--- config.mk ---
export PLATFORM = sky130hd
export DESIGN_NAME = psum_accumulator
export DESIGN_NICKNAME = d
export VERILOG_FILES = /design/src/rtl/mac_pkg.sv /design/src/rtl/requant_sat.sv /design/src/rtl/psum_accumulator.sv
export SDC_FILE = /design/constraint.sdc
export NUM_CORES = 1
export LEC_CHECK = 0
export CELL_PAD_IN_SITES_DETAIL_PLACEMENT = 1
export CELL_PAD_IN_SITES_GLOBAL_PLACEMENT = 2
export CORE_ASPECT_RATIO = 0.5
export CORE_MARGIN = 1
export CORE_UTILIZATION = 39
export CTS_BUF_LIST = sky130_fd_sc_hd__clkbuf_8 sky130_fd_sc_hd__clkbuf_16
export DETAILED_ROUTE_END_ITERATION = 10
export PLACE_DENSITY_LB_ADDON = 0.3
export SYNTH_ARGS = -nofsm -noshare
export SYNTH_HDL_FRONTEND = slang
export SYNTH_SLANG_ARGS = --single-unit
--- constraint.sdc ---
create_clock -name clk -period 14.7 [get_ports clk]
set_input_delay 2.94 -clock clk [delete_from_list [all_inputs] [get_ports clk]]
set_output_delay 2.94 -clock clk [all_outputs]
set_load 0.1 [all_outputs]
--- src/rtl/mac_pkg.sv ---
// Shared MAC output-stage definitions: default widths, psum FSM encodings, saturation bounds.
package mac_pkg;

  localparam int DEF_IN_W   = 22;
  localparam int DEF_ACC_W  = 32;
  localparam int DEF_OUT_W  = 8;
  localparam int DEF_PASS_W = 8;
  localparam int DEF_CNT_W  = 16;

  localparam logic [1:0] ST_IDLE  = 2'd0;
  localparam logic [1:0] ST_RUN   = 2'd1;
  localparam logic [1:0] ST_DRAIN = 2'd2;
  localparam logic [1:0] ST_DONE  = 2'd3;

  function automatic int sat_max(input int w);
    return (1 <<< (w - 1)) - 1;
  endfunction

  function automatic int sat_min(input int w);
    return -(1 <<< (w - 1));
  endfunction

endpackage

--- src/rtl/requant_sat.sv ---
// Combinational requantiser: round-half-up, arithmetic right shift, optional ReLU, signed saturate.
// Optional ReLU clamp is enabled by defining PSUM_ACC_RELU_EN.
module requant_sat
  import mac_pkg::*;
#(
  parameter int ACC_W = DEF_ACC_W,
  parameter int OUT_W = DEF_OUT_W
) (
  input  logic signed [ACC_W-1:0] din,
  input  logic        [4:0]       shift,
  output logic signed [OUT_W-1:0] dout
);

  localparam logic signed [ACC_W:0] MAX_V = (ACC_W + 1)'(sat_max(OUT_W));
  localparam logic signed [ACC_W:0] MIN_V = (ACC_W + 1)'(sat_min(OUT_W));

  // One guard bit so the rounding add can never wrap.
  logic signed [ACC_W:0] ext;
  logic signed [ACC_W:0] rnd;
  logic signed [ACC_W:0] rounded;
  logic signed [ACC_W:0] shifted;

  always_comb begin
    ext = {din[ACC_W-1], din};
    rnd = '0;
    if (shift != 5'd0) rnd[shift - 5'd1] = 1'b1;
    rounded = ext + rnd;
    shifted = rounded >>> shift;
`ifdef PSUM_ACC_RELU_EN
    if (shifted < 0) shifted = '0;
`endif
    if (shifted > MAX_V)
      dout = MAX_V[OUT_W-1:0];
    else if (shifted < MIN_V)
      dout = MIN_V[OUT_W-1:0];
    else
      dout = shifted[OUT_W-1:0];
  end

endmodule

--- src/rtl/psum_accumulator.sv ---
// Partial-sum accumulator behind the MAC adder tree: per-pixel accumulate + bias, then requantise.
// Define PSUM_ACC_RELU_EN to clamp negative results to zero in the requant stage.
module psum_accumulator
  import mac_pkg::*;
#(
  parameter int IN_W   = DEF_IN_W,
  parameter int ACC_W  = DEF_ACC_W,
  parameter int OUT_W  = DEF_OUT_W,
  parameter int PASS_W = DEF_PASS_W,
  parameter int CNT_W  = DEF_CNT_W
) (
  input  logic                     clk,
  input  logic                     rst,
  input  logic                     start_i,
  input  logic        [PASS_W-1:0] cfg_num_pass,
  input  logic        [CNT_W-1:0]  cfg_num_out,
  input  logic        [4:0]        cfg_shift,
  input  logic signed [15:0]       cfg_bias,
  input  logic                     vld_i,
  input  logic signed [IN_W-1:0]   acc_i,
  output logic signed [OUT_W-1:0]  data_o,
  output logic                     vld_o,
  output logic                     busy_o,
  output logic                     done_o,
  output logic                     err_o
);

  logic [1:0]               state_reg;
  logic [PASS_W-1:0]        num_pass_reg;
  logic [PASS_W-1:0]        pass_cnt_reg;
  logic [CNT_W-1:0]         num_out_reg;
  logic [CNT_W-1:0]         pix_cnt_reg;
  logic [4:0]               shift_reg;
  logic signed [ACC_W-1:0]  bias_reg;
  logic signed [ACC_W-1:0]  psum_reg;
  logic signed [ACC_W-1:0]  s1_sum_reg;
  logic                     s1_vld_reg;
  logic signed [OUT_W-1:0]  data_reg;
  logic                     vld_reg;
  logic                     done_reg;
  logic                     err_reg;

  logic signed [ACC_W-1:0]  acc_ext;
  logic signed [ACC_W-1:0]  psum_base;
  logic signed [ACC_W-1:0]  pass_sum;
  logic signed [OUT_W-1:0]  q_data;
  logic                     last_pass;
  logic                     last_pix;

  // First pass of a pixel overwrites psum instead of needing a clear cycle.
  assign acc_ext   = ACC_W'(acc_i);
  assign psum_base = (pass_cnt_reg == '0) ? '0 : psum_reg;
  assign pass_sum  = psum_base + acc_ext;
  assign last_pass = (pass_cnt_reg == num_pass_reg - 1'b1);
  assign last_pix  = (pix_cnt_reg == num_out_reg - 1'b1);

  requant_sat #(
    .ACC_W (ACC_W),
    .OUT_W (OUT_W)
  ) u_requant (
    .din   (s1_sum_reg),
    .shift (shift_reg),
    .dout  (q_data)
  );

  always_ff @(posedge clk) begin
    if (rst) begin
      state_reg    <= ST_IDLE;
      num_pass_reg <= '0;
      pass_cnt_reg <= '0;
      num_out_reg  <= '0;
      pix_cnt_reg  <= '0;
      shift_reg    <= '0;
      bias_reg     <= '0;
      psum_reg     <= '0;
      s1_sum_reg   <= '0;
      s1_vld_reg   <= 1'b0;
      data_reg     <= '0;
      vld_reg      <= 1'b0;
      done_reg     <= 1'b0;
      err_reg      <= 1'b0;
    end else begin
      s1_vld_reg <= 1'b0;
      done_reg   <= 1'b0;
      vld_reg    <= s1_vld_reg;
      if (s1_vld_reg) data_reg <= q_data;

      case (state_reg)
        ST_IDLE: begin
          if (start_i) begin
            num_pass_reg <= (cfg_num_pass == '0) ? PASS_W'(1) : cfg_num_pass;
            num_out_reg  <= cfg_num_out;
            shift_reg    <= cfg_shift;
            bias_reg     <= ACC_W'(cfg_bias);
            pass_cnt_reg <= '0;
            pix_cnt_reg  <= '0;
            // A partial sum arriving with start is dropped and flagged.
            err_reg      <= vld_i;
            if (cfg_num_out == '0) done_reg <= 1'b1;
            else                   state_reg <= ST_RUN;
          end else if (vld_i) begin
            err_reg <= 1'b1;
          end
        end
        ST_RUN: begin
          if (vld_i) begin
            if (last_pass) begin
              s1_sum_reg   <= pass_sum + bias_reg;
              s1_vld_reg   <= 1'b1;
              pass_cnt_reg <= '0;
              pix_cnt_reg  <= pix_cnt_reg + 1'b1;
              if (last_pix) state_reg <= ST_DRAIN;
            end else begin
              psum_reg     <= pass_sum;
              pass_cnt_reg <= pass_cnt_reg + 1'b1;
            end
          end
        end
        ST_DRAIN: begin
          state_reg <= ST_DONE;
          if (vld_i) err_reg <= 1'b1;
        end
        default: begin
          // Leaving DONE lines done_o up with the cycle after the last vld_o.
          state_reg <= ST_IDLE;
          done_reg  <= 1'b1;
          if (vld_i) err_reg <= 1'b1;
        end
      endcase
    end
  end

  assign data_o = data_reg;
  assign vld_o  = vld_reg;
  assign busy_o = (state_reg == ST_RUN) || (state_reg == ST_DRAIN);
  assign done_o = done_reg;
  assign err_o  = err_reg;

endmodule

# After elaboration in Yosys (flattened, before gate mapping)
# Index checks and enable logic that the tools add are counted.
# totals
ff_bits	147
in_bits	71
word_cells	83
# classes
n_addsub	8
magnitude_cmp	4
eq_ne	9
n_shift	1
muxes	28
n_bitwise	3
n_reduce_logical	16
# op_table
op	count
$mux 32	2
$mux 16	3
$mux 8	6
$add 32x33->33	1
$gt 33x8->1 const B	1
$lt 33x8->1 const B	1
$sshr 33x5->33	1
$add 32x16->32	1
$add 32x22->32	1
$pmux 16 s2	1
$add 16x1->16 const B	1
$eq 16x16->1	1
$logic_not 16->1	1
$logic_not 8->1	2
$pmux 8 s2	1
$sub 16x1->16 const B	1
$mux 2	5
$ne 2x2->1 const B	5
$reduce_and 3->1	3
$add 8x1->8 const B	1
$eq 8x8->1	1
$sub 8x1->8 const B	1
$lt 5x7->1 const B	1
$mux 1	6
18 further kinds	21

# Longest topological paths before layout
# Gate-level depths: netlist (run 1).
# logic_depth
ltp_word	11
mapped_depth	34
ltp_nobuf	33

# By module
# From an unflattened synthesis (run 1), not the netlist that was laid out.
# unflattened
hier_cells	2091
area_unflattened_um2	15297.2
# by_module_without_submodules
module	instances	cells_each	area_each_um2
psum_accumulator	1	1262	9680.5
requant_sat	1	829	5616.6

# Worst setup path after synthesis (run 1)
# No wires, ideal clock.
# synth_path
path_type	input port to flip-flop
from	input acc_i[0]
to	register s1_sum_reg[30]
setup_time_ns	0.128
arrival_time_ns	8.137
slack_ns	6.435
cell_stages	28
path_cell_list	ha_1 fa_1 a21o_1 a21oi_1 o21bai_1 a2111oi_0 o31ai_1 a21oi_1 nor2b_1 o21a_1 o21ai_0 nand2b_1 a21oi_1 xnor2_1 ha_1 a21o_1 a21o_1 a21oi_1 inv_1 or3_1 a31oi_1 o31ai_1 o21a_1 a41o_1 o41a_1 xor2_1 mux2i_1 nor2_1
# synth_between
elab_chain_len	2
# synth_rtl
element	line	source
start, declared	psum_accumulator.sv:20	input logic signed [IN_W-1:0] acc_i,
$add 32x22->32	psum_accumulator.sv:53	assign pass_sum = psum_base + acc_ext;
net pass_sum[14]	psum_accumulator.sv:45	logic signed [ACC_W-1:0] pass_sum;
$add 32x16->32	psum_accumulator.sv:108	s1_sum_reg <= pass_sum + bias_reg;
end signal, assigned	psum_accumulator.sv:108	
end, declared	psum_accumulator.sv:36	logic signed [ACC_W-1:0] s1_sum_reg;
# The timed path passes the listed nets, and every way through them passes these cells.
# A chain may end at the register's enable or synchronous reset.

# Worst setup path in the final report (run 1)
# layout_path
from	input acc_i[0]
to	register s1_sum_reg[29]
# Same word-level chain as after synthesis.

==> results by group, run 1 <==
Worst setup path
  • Worst path bufs/invs: 1
  • Critical R2R Launch: pass_cnt_reg[1]
  • Setup crit start kind: input port
  • Critical path's most frequent cell: a21oi_1
  • Crit path kind: in -> reg
  • Crit path largest cell delay: 0.86 ns
  • Family with the most delay on the worst path: compound AO/OA/AOI/OAI gates
  • Arr. time, crit path: 9.44 ns
  • Critical path origin: acc_i[0]
  • CP Max Fanout: 4
  • Slowest-stage cell, CP: a2111oi_0
  • Worst EP required: 15.00 ns
  • Crit end category: flip-flop

Yosys
  • Synth warnings: 0
  • Post-synthesis mux area share: 0.0486
  • Seq cells post-synth: 147
  • Compound-Gate Fraction of Synth Area: 0.264
  • Post-synth EDFFs: 0
  • Most frequent cell after synthesis: nand2_1
  • Simple-Gate Fraction of Synth Area: 0.252
  • Cell taking the most area after synthesis: dfxtp_1
  • Cell area after synthesis: 14,000 um2
  • Syn Inst Count: 1,920
  • Yosys cell types: 105
  • XOR/XNOR Fraction of Synth Area: 0.0854
  • Synth top area share: 0.210
  • Ys flop type: dfxtp_1
  • Seq/Total Area, Yosys: 0.210
  • Syn nets: 2,096
  • Synthesized-area fraction occupied by adder cells: 0.0952
  • Synth top cells by count: nand2_1 (276), a21oi_1 (217), nor2_1 (215)
  • Top post-synthesis cells by area: dfxtp_1 (21%), ha_1 (9.1%), a21oi_1 (7.7%)
  • Mean Syn Cell Area: 7.31 um2
  • Async S/R FF share, synth: 0
  • Largest family of logic cells by synthesized area: compound AO/OA/AOI/OAI gates

Clock tree
  • CTS clk-pin slew, worst paths: 0.07 ns
  • Longest Clk Path Bufs: 2
  • # resized after CTS: 0
  • CTS Root Cell: clkbuf_16
  • CTS H-tree depth: 4
  • # Post-CTS Setup Buffers: 0
  • CTS Buf Count: 17
  • Hold buffer count at cts: 0
  • CTS tree: done
  • Clock Latency Late Sink: 0.44 ns
  • Clock sink count: 147

Die
  • Core Area: 35,000 um2
  • Die W: 270 um
  • Die span in y: 136 um
  • I/O pin cnt: 83
  • Die ar.: 36,800 um2
  • Initial core utilization: 0.402
  • Core Rows: 48

Power
  • Power, Total: 1.84 mW
  • Static leakage: 6.25 nW
  • PwrDens: 117 nW/um2
  • Worst vdd ir: 71.5 uV

Global route
  • Met2 Usage GRT: 0.421
  • Vias in the first global route: 14,000
  • Largest net degree at the start of global routing: 63
  • Initial antenna violation count: 0
  • GRT overflow: 0
  • Gr usage total: 0.263
  • First-pass GRT wire length: 76,900 um
  • Most used routing layer: met2
  • Grt met3 use: 0.0436
  • Met1 usage: 0.367

Placement
  • Routability Congestion: 0.908
  • Placed cell areas: 15,100 um2
  • PortBufs: 82
  • Pre-CTS setup slack: 5.22 ns
  • Detailed Place HPWL: 36,400 um

Final layout
  • Share of layout cells above drive strength 1: 0.0593
  • Fin area: 15,800 um2
  • Post-layout nets: 2,103
  • Core Util, Final: 0.452
  • Synthesis-to-layout area growth: 12.5%
  • Antenna Cells: 0

STA
  • Clock Skews: 0.0112 ns
  • RSZ-0062 raised after global routing: false
  • Least-Margin Pin Slew: 1.17 ns
  • TNS Setup: 0 ns
  • Peak Freq: 0.109 GHz
  • # setup viols final: 0
  • Max Transition Viols Final: 0
  • Final-report hold violation count: 0
  • Relative slew margins: 0.222
  • Worst setup margin: 5.56 ns
  • Fin crit share: 0.622
  • Final Critical Period: 9.14 ns

Route
  • Drt wl/cell: 20.1 um
  • Initial DRC count: 765
  • Post-route ant nets: 0
  • DRC viols: 0
  • Vias per cell: 5.88
  • First drt pass iteration count: 5
  • WL final: 48,400 um
  • Via count: 14,200

Worst hold path
  • Hold path start: psum_reg[15]
  • Hold Crit Class: reg -> reg

Flow run
  • Max-cap viol count: 0

Run status
  • Outcome: completed
## placed cells by master (no fill, tap or decap), drive strengths merged, types with 8 or more instances in the layout
cell type,instances
a211o,8
a211oi,28
a21o,21
a21oi,219
a31oi,17
and2,49
and3,17
buf,14
clkbuf,23
clkdlybuf4s50,81
dfxtp,147
ha,102
inv,56
mux2,8
mux2i,34
mux4,11
nand2,276
nand2b,19
nand3,53
nand4,21
nor2,216
nor2b,10
nor3,40
nor4,16
o2111ai,8
o211ai,20
o21a,23
o21ai,73
o21bai,13
o221a,11
o22ai,10
o31ai,11
or2,9
or3,18
xnor2,79
xor2,57
## worst reg2reg max path, delay by kind of cell (launching register included)
family                     cells  cell delay (ns)
DFF                            1             0.40
AOI/OAI and AO/OA             16             3.99
and+or+nand+nor                9             2.06
adders and majority gates      4             0.95
buffers and inverters          2             0.38
xor gates and xnor gates       2             0.27
## metal layers
metal  share of wire  wire length, um  up-vias
met4           0.018              851        0
met1            0.49            24000     6899
met3           0.049             2350       64
li1                -                -     6937
met2            0.44            21300      293
met5               0                0        -
## final timing paths
| path | end | slack [ns] | cells after the start |
|---|---|---|---|
| worst min-delay path | psum_reg[15] | 0.45 | 2 |
| worst min register to register | psum_reg[15] | 0.45 | 2 |
| worst max-delay path | s1_sum_reg[29] | 5.56 | 28 |
| worst max register to register | s1_sum_reg[29] | 6.53 | 33 |
## layout make-up
cell class / count / area, um2
tap: 475 / 594
fill: 4439 / 19200
multi-input combinational: 1612 / 10500
sequential: 147 / 2940
clock buffer: 23 / 508
timing repair buffer: 95 / 916
clock inverter: 9 / 149
inverter: 54 / 203
## power breakdown
part / total (mW) / internal [mW] / switching (mW) / leakage [nW]
Combinational: 0.876 / 0.308 / 0.568 / 4.72
Sequential: 0.480 / 0.442 / 0.0388 / 1.19
Clock: 0.488 / 0.310 / 0.177 / 0.328
## cell families (layout without fill, tap and decap cells)
| logic type | Yosys count | count (layout) |
|---|---|---|
| AO/OA/AOI/OAI | 549 | 549 |
| adder cells (fa/ha/maj) | 105 | 105 |
| multiplexers | 53 | 53 |
| other | 1 | 1 |
| buffers and inverters | 161 | 181 |
| AND/OR/NAND/NOR | 768 | 768 |
| XOR/XNOR | 136 | 136 |
| flip-flops | 147 | 147 |
## through the flow
stage / hold slack, ns / std cells
after global routing: 0.472 / 2415
after detailed placement: 0.445 / 2383
after global placement: 0.435 / 2383
after CTS: 0.454 / 2415
after floorplan: 0.427 / 1920
final: 0.451 / 2415
Power figures use the tool's default switching activity.
==> inputs of run 2 (changes only) <==
--- a/config.mk
+++ b/config.mk
@@ -9,7 +9,7 @@
 export CELL_PAD_IN_SITES_GLOBAL_PLACEMENT = 2
 export CORE_ASPECT_RATIO = 0.5
 export CORE_MARGIN = 1
-export CORE_UTILIZATION = 39
+export CORE_UTILIZATION = 36
 export CTS_BUF_LIST = sky130_fd_sc_hd__clkbuf_8 sky130_fd_sc_hd__clkbuf_16
 export DETAILED_ROUTE_END_ITERATION = 10
 export PLACE_DENSITY_LB_ADDON = 0.3
==> constraint.sdc (replaced) <==
create_clock -name clk -period 9.3 [get_ports clk]
set_input_delay 1.86 -clock clk [delete_from_list [all_inputs] [get_ports clk]]
set_output_delay 1.86 -clock clk [all_outputs]
set_load 0.1 [all_outputs]
==> results by group, run 2 (synthesis results as in run 1) <==
Run status
  • Outcome: completed

STA
  • TNS Setup: 0 ns
  • Clock Skews: 0.0134 ns
  • Peak Freq: 0.128 GHz
  • Worst setup margin: 1.48 ns
  • Relative slew margins: 0.204
  • Worst Hold Slack: 0.451 ns
  • Final Critical Period: 7.82 ns
  • Max Transition Viols Final: 0
  • Least-Margin Pin Slew: 1.19 ns
  • # setup viols final: 0
  • RSZ-0062 raised after global routing: false
  • Fin crit share: 0.841
  • Final-report hold violation count: 0

Power
  • Power, Total: 2.83 mW
  • PwrDens: 179 nW/um2
  • Static leakage: 6.21 nW
  • Worst vdd ir: 126 uV

Worst setup path
  • Family with the most delay on the worst path: compound AO/OA/AOI/OAI gates
  • Crit end category: flip-flop
  • Crit path kind: in -> reg
  • Setup crit start kind: input port
  • Slowest-stage cell, CP: o311ai_0
  • Worst EP required: 9.67 ns
  • Worst path bufs/invs: 2
  • Critical path's most frequent cell: a21oi_1
  • Arr. time, crit path: 8.19 ns
  • CP Max Fanout: 5
  • Crit path largest cell delay: 0.80 ns

Route
  • Drt wl/cell: 19.5 um
  • WL final: 48,000 um
  • Post-route ant nets: 0
  • Via count: 14,000
  • Initial DRC count: 794
  • First drt pass iteration count: 5
  • DRC viols: 0
  • Vias per cell: 5.70

Clock tree
  • Longest Clk Path Bufs: 2
  • # resized after CTS: 0
  • CTS H-tree depth: 4
  • CTS tree: done
  • CTS Root Cell: clkbuf_16
  • Hold buffer count at cts: 0
  • # Post-CTS Setup Buffers: 0
  • CTS Buf Count: 17
  • Clock Latency Late Sink: 0.44 ns
  • Clock sink count: 147
  • CTS clk-pin slew, worst paths: 0.07 ns

Final layout
  • Post-layout nets: 2,106
  • Synthesis-to-layout area growth: 12.4%
  • Commonest non-fill, non-tap cell in the layout: nand2_1
  • Commonest non-fill, non-tap cells in the layout: nand2_1 (273), a21oi_1 (217), nor2_1 (215)
  • Antenna Cells: 0
  • Share of layout cells above drive strength 1: 0.0607
  • FILL cells: 4,785
  • Post-route insts no fill: 2,463
  • Fin area: 15,800 um2
  • Core Util, Final: 0.416

Global route
  • Initial antenna violation count: 1
  • Gr usage total: 0.242
  • GRT overflow: 0
  • First-pass GRT wire length: 76,100 um
  • Vias in the first global route: 13,600
  • Largest net degree at the start of global routing: 74

Die
  • Die W: 281 um
  • Die ar.: 39,800 um2
  • Core Area: 37,900 um2
  • I/O pin cnt: 83
  • Initial core utilization: 0.370
  • Die span in y: 142 um
  • Core Rows: 50

Placement
  • Placed cells: 2,431
  • Routability Congestion: 0.901
  • Detailed Place HPWL: 36,400 um
  • PortBufs: 82
  • Placed cell areas: 15,200 um2
  • Pre-CTS setup slack: 1.11 ns

Flow run
  • Max-cap viol count: 0

Worst hold path
  • Hold Crit Class: reg -> reg
## run 2: changes by cell type in the layout (fill, tap and decap cells not counted), sizes merged
cell	previous run	this run
clkbuf	23	18
buf	14	17
clkinv	2	6
clkinvlp	1	3
inv	56	58
bufinv	4	1
## run 2: cell type report
cell class / instances / area (um2) / share of cell area
Clock buffer: 18 / 439 / 0.0278
Clock inverter: 14 / 133 / 0.00840
Inverter: 54 / 203 / 0.0128
Multi-Input combinational cell: 1612 / 10500 / 0.664
Sequential cell: 147 / 2940 / 0.186
Tap cell: 520 / 651 / 0.0412
Timing Repair Buffer: 98 / 938 / 0.0595
## run 2: path summary, 6_finish.rpt
kind,depth (start not counted),slack (ns),end,start
max,29,1.48,s1_sum_reg[31],acc_i[0]
max reg2reg,34,1.78,s1_sum_reg[31],pass_cnt_reg[0]
min reg2reg,2,0.45,psum_reg[17],psum_reg[17]
min,2,0.45,psum_reg[17],psum_reg[17]
## run 2: worst min-delay path, stage by stage, from the launching register on
cell	delay [ns]
dfxtp_1	0.31
nand2_1	0.05
a21oi_1	0.05
## run 2: per-layer routing
layer,vias up,GRT usage,routed length (um),share of wire
li1,6940,-,-,-
met1,6803,0.357,25400,0.53
met2,245,0.369,20200,0.42
met3,43,0.0370,1800,0.037
met4,0,0.0509,585,0.012
met5,-,0,0,0
## run 2: report_power, final
group          total (mW)  switching (mW)  internal, mW
clock               0.685           0.307         0.378
combinational        1.39           0.900         0.489
sequential          0.758          0.0597         0.698
total                2.83            1.27          1.57
==> inputs of run 3 (changes only) <==
==> constraint.sdc (replaced) <==
create_clock -name clk -period 7.2 [get_ports clk]
set_input_delay 1.44 -clock clk [delete_from_list [all_inputs] [get_ports clk]]
set_output_delay 1.44 -clock clk [all_outputs]
set_load 0.1 [all_outputs]
==> results by group, run 3 (synthesis results as in run 1) <==
Worst setup path
  • Crit path largest cell delay: 0.40 ns
  • Setup crit start kind: input port
  • Crit end category: flip-flop
  • CP Max Fanout: 2
  • Worst EP required: 7.49 ns
  • Arr. time, crit path: 7.15 ns
  • Slowest-stage cell, CP: clkdlybuf4s50_1
  • Crit path kind: in -> reg
  • Critical path's most frequent cell: a21o_1

Power
  • Static leakage: 6.44 nW
  • PwrDens: 233 nW/um2
  • Worst vdd ir: 138 uV

Final layout
  • Share of layout cells above drive strength 1: 0.0842
  • Synthesis-to-layout area growth: 15.1%
  • Post-route insts no fill: 2,504
  • Antenna Cells: 0
  • Commonest non-fill, non-tap cell in the layout: nand2_1
  • Post-layout nets: 2,147
  • Commonest non-fill, non-tap cells in the layout: nand2_1 (273), a21oi_1 (215), nor2_1 (215)

STA
  • TNS Setup: 0 ns
  • Relative slew margins: 0.210
  • Final Critical Period: 6.86 ns
  • Final-report hold violation count: 0
  • Max Transition Viols Final: 0
  • Clock Skews: 0.0125 ns
  • Worst setup margin: 0.344 ns
  • Peak Freq: 0.146 GHz
  • Least-Margin Pin Slew: 1.18 ns
  • Fin crit share: 0.952
  • # setup viols final: 0

Placement
  • Pre-CTS setup slack: -0.346 ns
  • Placed cells: 2,471
  • PortBufs: 82
  • Detailed Place HPWL: 37,800 um
  • Routability Congestion: 0.938

Clock tree
  • Longest Clk Path Bufs: 2
  • Hold buffer count at cts: 0
  • Clock Latency Late Sink: 0.45 ns
  • CTS tree: done
  • Clock sink count: 147
  • CTS clk-pin slew, worst paths: 0.06 ns
  • CTS Root Cell: clkbuf_16
  • CTS Buf Count: 17
  • CTS H-tree depth: 4

Global route
  • Largest net degree at the start of global routing: 64
  • First-pass GRT wire length: 78,900 um
  • Initial antenna violation count: 0
  • Vias in the first global route: 14,100
  • Gr usage total: 0.250
  • GRT overflow: 0

Route
  • WL final: 49,300 um
  • Drt wl/cell: 19.7 um
  • DRC viols: 0
  • Initial DRC count: 948
  • Vias per cell: 5.71
  • First drt pass iteration count: 7
  • Post-route ant nets: 0
  • Via count: 14,300

Worst hold path
  • Hold Crit Class: reg -> reg

Die
  • I/O pin cnt: 83
  • Die ar.: 39,800 um2
  • Die W: 281 um
  • Initial core utilization: 0.370
  • Die span in y: 142 um
  • Core Area: 37,900 um2
  • Core Rows: 50

Flow run
  • Max-cap viol count: 0

Run status
  • Outcome: completed
## run 3: report_power, final
part	leakage, nW	internal, mW	total [mW]	switching [mW]
Clock	0.301	0.542	0.922	0.380
Combinational	4.95	0.680	1.85	1.17
Sequential	1.19	0.901	0.983	0.0817
Total	6.44	2.12	3.76	1.63
## run 3: routing by layer
metal	GRT usage	vias to the layer above	share of wire
met5	0	-	0
met1	0.359	6987	0.52
met4	0.0572	0	0.015
met3	0.0308	49	0.031
li1	-	7027	-
met2	0.398	234	0.44
## run 3: what timing repair did
item	CTS	global route
buffers inserted	0	1
gates resized for setup	0	12
setup endpoints to repair	0	10
## run 3: layout make-up
| cell class | count | area, um2 |
|---|---|---|
| Clock buffer | 17 | 425 |
| Clock inverter | 15 | 168 |
| Fill cell | 4751 | 21800 |
| Inverter | 54 | 203 |
| Multi-Input combinational cell | 1612 | 10500 |
| Sequential cell | 147 | 2940 |
| Tap cell | 520 | 651 |
| Timing Repair Buffer | 139 | 1250 |
## run 3: worst paths after layout
check,startpoint,to,slack [ns],cells past startpoint
worst min register to register,psum_reg[21],psum_reg[21],0.45,2
worst max-delay path,acc_i[0],s1_sum_reg[30],0.34,30
worst min-delay path,psum_reg[21],psum_reg[21],0.45,2
worst max register to register,shift_reg[2],data_o[6],0.53,18
## run 3: worst max-delay path, delay by kind of cell
kind	cells	cell delay, ns
AOI/OAI and AO/OA	17	3.14
xor gates and xnor gates	2	0.24
adders and majority gates	3	0.95
muxes	1	0.16
buffers and inverters	3	0.64
and+or+nand+nor	4	0.55
## run 3: per-stage QoR
stage                util  hold WS, ns  power (mW)  cell area (um2)
finish              0.426        0.450        3.76            16200
global route        0.426        0.464        4.00            16200
CTS                 0.425        0.452        3.76            16100
detailed placement  0.409        0.442        2.82            15500
global placement    0.409        0.436        2.81            15500
floorplan               -        0.427        2.27            14000
